`src/rtl/pwm_guard_pkg.sv`:
```
// pwm_guard_pkg: channel state encoding and sizing helpers shared by pwm_guard_multi.
package pwm_guard_pkg;
  typedef enum logic [1:0] {RUN, BLANK, TRIPPED} state_t;
  localparam int RAMP_DIV = 16;
  function automatic int width_for(input int n);
    return n > 1 ? $clog2(n) : 1;
  endfunction
endpackage

```
`src/rtl/pwm_guard_channel.sv`:
```
// pwm_guard_channel: one PWM enable with duty shadow, leaky fault integrator and RUN/BLANK/TRIPPED guard.
// PWM_GUARD_SOFT_START_EN adds a per-period duty ramp restarted by reset and clear.
module pwm_guard_channel
  import pwm_guard_pkg::*;
#(
  parameter int CNT_W = 21,
  parameter int ACC_W = 23,
  parameter int TRIP_COUNT = 8000000,
  parameter int BLANK_CYCLES = 5
`ifdef PWM_GUARD_SOFT_START_EN
  , parameter int RAMP_STEP = 1
`endif
) (
  input  logic             clock,
  input  logic             reset,
  input  logic             clear,
  input  logic             start,
  input  logic [CNT_W-1:0] cnt,
  input  logic [CNT_W-1:0] duty,
  input  logic             fault_n,
  output logic             enable,
  output logic             tripped
);
  localparam int BW = width_for(BLANK_CYCLES);
  localparam logic [BW-1:0] BLANK_LOAD = BW'(BLANK_CYCLES - 1);
  localparam logic [ACC_W-1:0] TRIP = ACC_W'(TRIP_COUNT);
  localparam logic [ACC_W-1:0] ACC_MAX = '1;
  state_t state, state_nxt;
  logic [CNT_W-1:0] shadow, shadow_nxt, level;
  logic [ACC_W-1:0] acc, acc_nxt;
  logic [BW-1:0] blank, blank_nxt;
  logic fault, trip;
  assign fault = !fault_n;
  assign shadow_nxt = start ? duty : shadow;
  assign acc_nxt = fault ? (acc == ACC_MAX ? acc : acc + ACC_W'(1)) : (acc == '0 ? acc : acc - ACC_W'(1));
  assign trip = acc_nxt >= TRIP;
  assign tripped = state == TRIPPED;
  // trip outranks blanking; clear outranks everything including a fault in the same cycle
  always_comb begin
    state_nxt = clear ? RUN : (state == TRIPPED || trip) ? TRIPPED :
                state == RUN ? (fault ? BLANK : RUN) : (blank == '0 && !fault) ? RUN : BLANK;
    blank_nxt = state_nxt != BLANK ? '0 : (state != BLANK || blank == '0) ? BLANK_LOAD : blank - BW'(1);
  end
`ifdef PWM_GUARD_SOFT_START_EN
  localparam int SW = CNT_W + 1;
  localparam logic [SW-1:0] STEP = SW'(RAMP_STEP);
  logic [CNT_W-1:0] ramp, ramp_nxt;
  logic [SW-1:0] ramp_sum;
  assign ramp_sum = {1'b0, ramp} + STEP;
  assign ramp_nxt = clear ? '0 : !start ? ramp : ramp_sum >= {1'b0, shadow_nxt} ? shadow_nxt : ramp_sum[CNT_W-1:0];
  assign level = ramp_nxt;
  always_ff @(posedge clock or negedge reset)
    if (!reset) ramp <= '0;
    else ramp <= ramp_nxt;
`else
  assign level = shadow_nxt;
`endif
  // compare against the value loaded this edge so a new duty covers its whole period
  always_ff @(posedge clock or negedge reset)
    if (!reset) begin
      state <= RUN;
      shadow <= '0;
      acc <= '0;
      blank <= '0;
      enable <= 1'b0;
    end else begin
      state <= state_nxt;
      shadow <= shadow_nxt;
      acc <= clear ? '0 : state == TRIPPED ? acc : acc_nxt;
      blank <= blank_nxt;
      enable <= state_nxt == RUN && cnt < level;
    end
endmodule

```
`src/rtl/pwm_guard_multi.sv`:
```
// pwm_guard_multi: N-channel guarded PWM enable generator with a shared period counter.
// Define PWM_GUARD_SOFT_START_EN to ramp each channel's duty up after reset or clear.
module pwm_guard_multi
  import pwm_guard_pkg::*;
#(
  parameter int CHANNELS = 2,
  parameter int CNT_W = 21,
  parameter int PERIOD = 1666667,
  parameter int ACC_W = 23,
  parameter int TRIP_COUNT = 8000000,
  parameter int BLANK_CYCLES = 5
) (
  input  logic                      clock,
  input  logic                      reset,
  input  logic                      clear,
  input  logic [CHANNELS*CNT_W-1:0] duty,
  input  logic [CHANNELS-1:0]       fault_n,
  output logic [CHANNELS-1:0]       enable,
  output logic [CHANNELS-1:0]       tripped,
  output logic                      period_start
);
  localparam logic [CNT_W-1:0] LAST = CNT_W'(PERIOD - 1);
  logic [CNT_W-1:0] cnt;
  logic start;
  assign start = cnt == '0;
  // period_start is registered so that it is high exactly while cnt is 0
  always_ff @(posedge clock or negedge reset)
    if (!reset) begin
      cnt <= '0;
      period_start <= 1'b0;
    end else begin
      cnt <= cnt == LAST ? '0 : cnt + CNT_W'(1);
      period_start <= cnt == LAST;
    end
  for (genvar g = 0; g < CHANNELS; g++) begin : gen_ch
    pwm_guard_channel #(
      .CNT_W(CNT_W),
      .ACC_W(ACC_W),
      .TRIP_COUNT(TRIP_COUNT),
      .BLANK_CYCLES(BLANK_CYCLES)
`ifdef PWM_GUARD_SOFT_START_EN
      , .RAMP_STEP(PERIOD / RAMP_DIV)
`endif
    ) u_ch (
      .clock(clock),
      .reset(reset),
      .clear(clear),
      .start(start),
      .cnt(cnt),
      .duty(duty[g*CNT_W +: CNT_W]),
      .fault_n(fault_n[g]),
      .enable(enable[g]),
      .tripped(tripped[g])
    );
  end
endmodule

```
`config.mk`:
```
export PLATFORM = sky130hd
export DESIGN_NAME = pwm_guard_multi
export DESIGN_NICKNAME = d
export VERILOG_FILES = /design/src/rtl/pwm_guard_pkg.sv /design/src/rtl/pwm_guard_channel.sv /design/src/rtl/pwm_guard_multi.sv
export SDC_FILE = /design/constraint.sdc
export NUM_CORES = 1
export LEC_CHECK = 0
export ABC_AREA = 0
export BUFFER_PORTS_ARGS = -buffer_cell sky130_fd_sc_hd__buf_2
export CORE_MARGIN = 2
export CORE_UTILIZATION = 40
export DETAILED_ROUTE_END_ITERATION = 6
export PLACE_DENSITY = 0.56
export RECOVER_POWER = 25
export SETUP_SLACK_MARGIN = 0.1
export SYNTH_ARGS = -nofsm -noshare
export SYNTH_HDL_FRONTEND = slang
export SYNTH_SLANG_ARGS = --single-unit
```
`constraint.sdc`:
```
create_clock -name clock -period 4 [get_ports clock]
set_clock_uncertainty 0.15 [all_clocks]
set_input_delay 0.2 -clock clock [delete_from_list [all_inputs] [get_ports clock]]
set_output_delay 0.2 -clock clock [all_outputs]
set_load 0.01 [all_outputs]
```
==> impl_metrics.csv, run 1 <==
group,metric,value,unit
run_status,status,"finished with violations",
run_status,violations,"capacitance limit, slew limit",
sta,min_period,3.55,ns
pwr,power.leakage,4.42,nW
logic_synthesis,yosysMostFrequentCell,"dfrtp_1",
die,die_x,148,µm
worst_setup_path,startpoint_type,"flop",
logic_synthesis,postSynthNetCount,1010,
pwr,powerDensity,614,nW/µm²
worst_setup_path,critPathMaxFanout,33,
cts,clock_latency,0.42,ns
cts,root_buffer,"clkbuf_16",
logic_synthesis,syn_area_per_cell,9.12,µm²
global_routing,grt_max_degree,62,
place,place_congestion,0.848,
final_layout,fillers,1935,
detailed_routing,initialDrtViolationCount,462,
cts,tritoncts,"done",
final_layout,multi_input_area,4810,µm²
logic_synthesis,synth_top_area_frac,0.368,
sta,fmax,282,MHz
die,coreArea,20300,µm²
worst_setup_path,cp-end-kind,"flop",
logic_synthesis,synth_edf_count,0,
sta,fin_tns_setup,0,ns
global_routing,grt_pass1_vias,6765,
final_layout,antenna_cells,0,
worst_setup_path,crit_arrival,3.73,ns
worst_setup_path,crit_slowest_cell,"dfrtp_1",
final_layout,drive_gt1_frac,0.131,
place,io_buffers,51,
logic_synthesis,synth_warnings,0,
detailed_routing,vias_per_cell,5.41,
hold_path,min-delay-start,"clear",
logic_synthesis,syn_inst,910,
detailed_routing,routed_wl,20.8,mm
cts,h-tree-depth,4,
logic_synthesis,synth_top_flop_cell,"dfrtp_1",
hold_path,whs_endpoint,"gen_ch[1].u_ch.acc[14]",
logic_synthesis,ys_seq_elements,122,
place,place_inst,1194,
sta,hold_violations,0,
logic_synthesis,synth_cell_types,75,
place,dp_hpwl,14.8,mm
worst_setup_path,critical_path.max_stage_delay,0.49,ns
logic_synthesis,ys_seq_area_frac,0.368,
detailed_routing,first_pass_iters,5,
logic_synthesis,async_reset_ff_frac,1.00,
cts,cts_buffer_depth,2,
pwr,finalPower,6.05,mW
worst_setup_path,rr_endpoint,"gen_ch[1].u_ch.enable",
die,die_h,148,µm
global_routing,grtUsageTotal,0.198,
detailed_routing,ant_nets,0,
sta,setup_violations,0,
detailed_routing,route.detailed.drc,0,
worst_setup_path,critical_path_class,"reg -> reg",
worst_setup_path,rr_worst_depth,14,
logic_synthesis,ys_top_cells_by_count,"dfrtp_1, nor2_1, inv_1",
die,start_util,0.409,
final_layout,fin_nets,1086,
hold_path,hold_class,"in -> reg",
final_layout,syn2layout_area_growth,18.6,%
global_routing,grt.overflow.total,0,
sta,worst_pin_slew,1.68,ns
worst_setup_path,ff2ff_setup_slack,0.45,ns
final_layout,seq_area,3050,µm²
die,io_pins,52,
logic_synthesis,synth_top_area_cell,"dfrtp_1",
cts,clkTransAtPathRegs,0.06,ns
worst_setup_path,rr_startpoint,"cnt[3]",
logic_synthesis,synth_area,8300,µm²
die,fp.dieArea,21900,µm²
worst_setup_path,cp_cell_sequence,"nor4_1, nand3_1, nor2_4, buf_12, mux2i_1, ha_1, a21o_1, a21oi_1, nor2b_1, o21ai_0, nand2b_1, a21oi_1, o21ai_0, nor4b_4",
pwr,ir_drop,0.282,mV
die,placementRows,52,
global_routing,antenna_found_initial,0,
logic_synthesis,synth.top_cells.by_area,"dfrtp_1, ha_1, mux2i_1, xnor2_1, a21oi_1",
run,max-cap-violations,1,
sta,slew_headroom,-0.119,
sta,rsz0062_at_grt,"no",
global_routing,grt_pass1_wl,34.7,mm
cts,cts_sinks,122,
sta,slew_viol_final,62,
sta,post-route-period-util,0.888,
cts,cts_buffers,17,
hold_path,hold_depth,3,
detailed_routing,wire_per_inst,16.4,µm
final_layout,final_cells,1268,
cts,postCtsSetupBuffers,0,
worst_setup_path,cp_data_required_time,4.18,ns
detailed_routing,vias,6863,
==> through the flow <==
| step | setup slack (ns) | utilization | cell area (µm²) | hold slack [ns] |
|---|---|---|---|---|
| global placement | 0.422 | 0.434 | 8820 | 0.0903 |
| global route | 0.136 | 0.485 | 9850 | 0.0675 |
| finish | 0.449 | 0.485 | 9850 | 0.0401 |
| CTS | 0.186 | 0.484 | 9830 | 0.0302 |
| detailed placement | 0.264 | 0.434 | 8820 | 0.102 |
| floorplan | 0.117 | - | 8300 | -0.246 |
==> logic make-up after synthesis <==
family / Yosys count / share of synthesized area
fa+ha+maj: 53 / 0.0799
compound gates: 173 / 0.146
mux: 45 / 0.0546
simple gates: 337 / 0.227
flops: 122 / 0.368
buf+inv: 117 / 0.0573
xor+xnor: 63 / 0.0674
==> worst max-delay path, delay by kind of cell (launching register included) <==
kind | cells | cell delay, ns
compound gates | 5 | 0.80
flops | 1 | 0.49
buf+inv | 1 | 0.28
simple gates | 6 | 1.16
fa+ha+maj | 1 | 0.28
mux | 1 | 0.28
==> state kept, by name, indices dropped and copies added (netlist names) <==
register / count
gen_ch.u_ch.acc: 46
gen_ch.u_ch.shadow: 42
cnt: 21
gen_ch.u_ch.blank: 6
gen_ch.u_ch.state: 4
gen_ch.u_ch.enable: 2
period_start: 1
==> cell type report <==
type,instances,area share
Inverter,65,0.0248
Timing Repair Buffer,109,0.0825
Multi-Input combinational cell,671,0.489
Tap cell,270,0.0343
Clock inverter,14,0.0164
Clock buffer,17,0.0432
Sequential cell,122,0.310
==> layer usage <==
| layer | global-route usage | wire length [µm] |
|---|---|---|
| met5 | 0 | 0 |
| met3 | 0.0371 | 707 |
| met1 | 0.275 | 10100 |
| met4 | 0.0510 | 251 |
| met2 | 0.321 | 9690 |
==> how the worst max path moves through the flow <==
stage,from,end,slack [ns],depth (start not counted)
after floorplan,cnt[0],gen_ch[0].u_ch.enable,0.12,16
after detailed placement,cnt[0],gen_ch[0].u_ch.enable,0.26,15
after CTS,cnt[0],gen_ch[0].u_ch.enable,0.19,15
final,cnt[3],gen_ch[1].u_ch.enable,0.45,14
after global placement,cnt[0],gen_ch[0].u_ch.enable,0.42,15
after global routing,cnt[0],gen_ch[1].u_ch.enable,0.14,16
==> where the power goes <==
group / total (mW) / internal (mW) / switching (mW) / leakage [nW]
Sequential: 1.85 / 1.46 / 0.386 / 1.56
Combinational: 2.64 / 1.15 / 1.49 / 2.58
Clock: 1.56 / 0.929 / 0.627 / 0.278
==> placed cells by master (no fill, tap or decap), types with 4 or more instances in the layout <==
cell type / instances
a21o_1: 16
a21oi_1: 56
a22oi_1: 6
a31oi_1: 5
and2_1: 10
and3_1: 17
and4_1: 15
buf_2: 48
buf_4: 13
clkbuf_16: 17
dfrtp_1: 122
dlygate4sd3_1: 43
ha_1: 53
inv_1: 64
inv_6: 7
mux2i_1: 42
nand2_1: 50
nand2b_1: 6
nand3_1: 27
nand4_1: 31
nor2_1: 75
nor2b_1: 7
nor3_1: 24
nor4_1: 14
nor4b_1: 4
o211ai_1: 4
o21ai_0: 34
o22ai_1: 5
or2_2: 4
or3_1: 28
or4_1: 4
xnor2_1: 33
xor2_1: 29
==> repair_timing <==
item,4_1_cts,5_1_grt
resized for setup,0,6
endpoints found under the hold margin,101,0
setup endpoints to repair,0,2
hold buffers,43,0
Power figures use the tool's default switching activity.
==> run 2: changes to the inputs <==
- CORE_ASPECT_RATIO: unset -> 1.1
==> impl_metrics.csv, run 2 (synthesized netlist as in run 1, its figures left out) <==
group,metric,value,unit
detailed_routing,initialDrtViolationCount,499,
cts,tritoncts,"done",
worst_setup_path,crit_arrival,3.75,ns
worst_setup_path,rr_worst_depth,8,
die,start_util,0.406,
detailed_routing,routed_wl,21.0,mm
detailed_routing,wire_per_inst,16.6,µm
final_layout,fin_nets,1094,
detailed_routing,ant_nets,0,
worst_setup_path,cp_data_required_time,4.16,ns
global_routing,grt_max_degree,67,
die,io_pins,52,
pwr,ir_drop,0.338,mV
cts,cts_sinks,122,
final_layout,reg_top3,"gen_ch.u_ch.acc x46, gen_ch.u_ch.shadow x42, cnt x21",
final_layout,antenna_cells,0,
sta,fmax,279,MHz
worst_setup_path,cp-end-kind,"flop",
worst_setup_path,critical_path_class,"reg -> reg",
pwr,power.leakage,4.46,nW
sta,setup_violations,0,
place,place_congestion,0.877,
final_layout,seq_area,3050,µm²
global_routing,grt_pass1_vias,6828,
die,placementRows,55,
cts,clock_latency,0.43,ns
die,coreArea,20400,µm²
die,fp.dieArea,21900,µm²
cts,clkTransAtPathRegs,0.07,ns
global_routing,grtUsageTotal,0.200,
sta,slew_viol_final,67,
pwr,powerDensity,616,nW/µm²
final_layout,top_register,"gen_ch.u_ch.acc",
hold_path,hold_class,"in -> reg",
place,dp_hpwl,15.0,mm
final_layout,final_cell_mix,"dfrtp_1, nor2_1, inv_1, a21oi_1, ha_1",
sta,rsz0062_at_grt,"no",
final_layout,multi_input_area,4810,µm²
detailed_routing,first_pass_iters,4,
die,die_x,141,µm
sta,post-route-period-util,0.896,
cts,root_buffer,"clkbuf_16",
sta,fin_tns_setup,0,ns
run_status,violations,"capacitance limit, slew limit",
global_routing,antenna_found_initial,0,
global_routing,grt_pass1_wl,35.1,mm
worst_setup_path,critPathMaxFanout,9,
cts,h-tree-depth,4,
sta,layout_setup_ws,0.417,ns
detailed_routing,route.detailed.drc,0,
final_layout,drive_gt1_frac,0.139,
final_layout,syn2layout_area_growth,19.5,%
global_routing,grt.overflow.total,0,
run,max-cap-violations,1,
sta,hold_violations,0,
die,die_h,155,µm
cts,cts_buffer_depth,2,
final_layout,fillers,1919,
cts,cts_buffers,17,
hold_path,hold_depth,3,
sta,worst_pin_slew,1.70,ns
run_status,status,"finished with violations",
worst_setup_path,startpoint_type,"flop",
place,io_buffers,51,
sta,min_period,3.58,ns
detailed_routing,vias_per_cell,5.46,
sta,slew_headroom,-0.136,
final_layout,largest_reg_flops,46,
place,dp_worst_setup_slack,0.311,ns
final_layout,layout_commonest_cell,"dfrtp_1",
detailed_routing,vias,6898,
-- run 2: routing by layer --
layer  vias to the layer above  part of all wire  global-route usage
met5                         -                 0                   0
met4                         0             0.024              0.0738
met3                        36             0.029              0.0329
met2                       124              0.50               0.341
met1                      3292              0.45               0.257
li1                       3446                 -                   -
-- run 2: critical path: stages (launching register included) --
cell	delay (ns)
dfrtp_1	0.54
nand4_1	0.32
nor3_1	0.55
o21ai_0	0.32
o22ai_1	0.34
xor2_1	0.17
nor4b_2	0.45
a2111oi_4	0.22
a2111oi_2	0.39
-- run 2: cell type report --
cell class | count | share of cell area
multi-input cells | 671 | 0.485
flip-flops and latches | 122 | 0.308
repair buffers | 117 | 0.0893
clock buffers | 17 | 0.0429
well taps | 256 | 0.0323
inverters | 65 | 0.0246
clock inverters | 15 | 0.0182
-- run 2: worst paths after layout --
check                                                to                     from  slack (ns)
worst min register to register  gen_ch[0].u_ch.blank[0]  gen_ch[0].u_ch.blank[0]        0.29
worst min-delay path             gen_ch[1].u_ch.acc[14]                    clear        0.09
worst max register to register    gen_ch[0].u_ch.enable    gen_ch[0].u_ch.acc[2]        0.42
max in group asynchronous       gen_ch[1].u_ch.blank[1]                    reset        0.85
worst max-delay path              gen_ch[0].u_ch.enable    gen_ch[0].u_ch.acc[2]        0.42
min in group asynchronous         gen_ch[0].u_ch.acc[3]                    reset        0.48
-- run 2: per-stage QoR --
step | area, µm² | util | hold WS (ns) | instances | total power, mW
2_1_floorplan | 8300 | - | -0.246 | 910 | 3.95
4_1_cts | 9880 | 0.483 | 0.0815 | 1261 | 6.15
5_1_grt | 9920 | 0.485 | 0.0898 | 1263 | 6.58
3_5_place_dp | 8840 | 0.433 | 0.159 | 1186 | 4.47
3_3_place_gp | 8840 | 0.433 | 0.168 | 1186 | 4.46
6_report | 9920 | 0.485 | 0.0906 | 1263 | 6.11
-- run 2: timing repair --
action	CTS	global route
resized for setup	0	7
hold buffers	43	0
buffers inserted	0	1
setup endpoints to repair	0	2
endpoints found under the hold margin	98	0
-- run 2: power breakdown --
| group | leakage (nW) | total [mW] | switching, mW | internal (mW) |
|---|---|---|---|---|
| logic | 2.61 | 2.65 | 1.50 | 1.15 |
| registers | 1.56 | 1.85 | 0.391 | 1.46 |
| clock network | 0.289 | 1.61 | 0.664 | 0.943 |
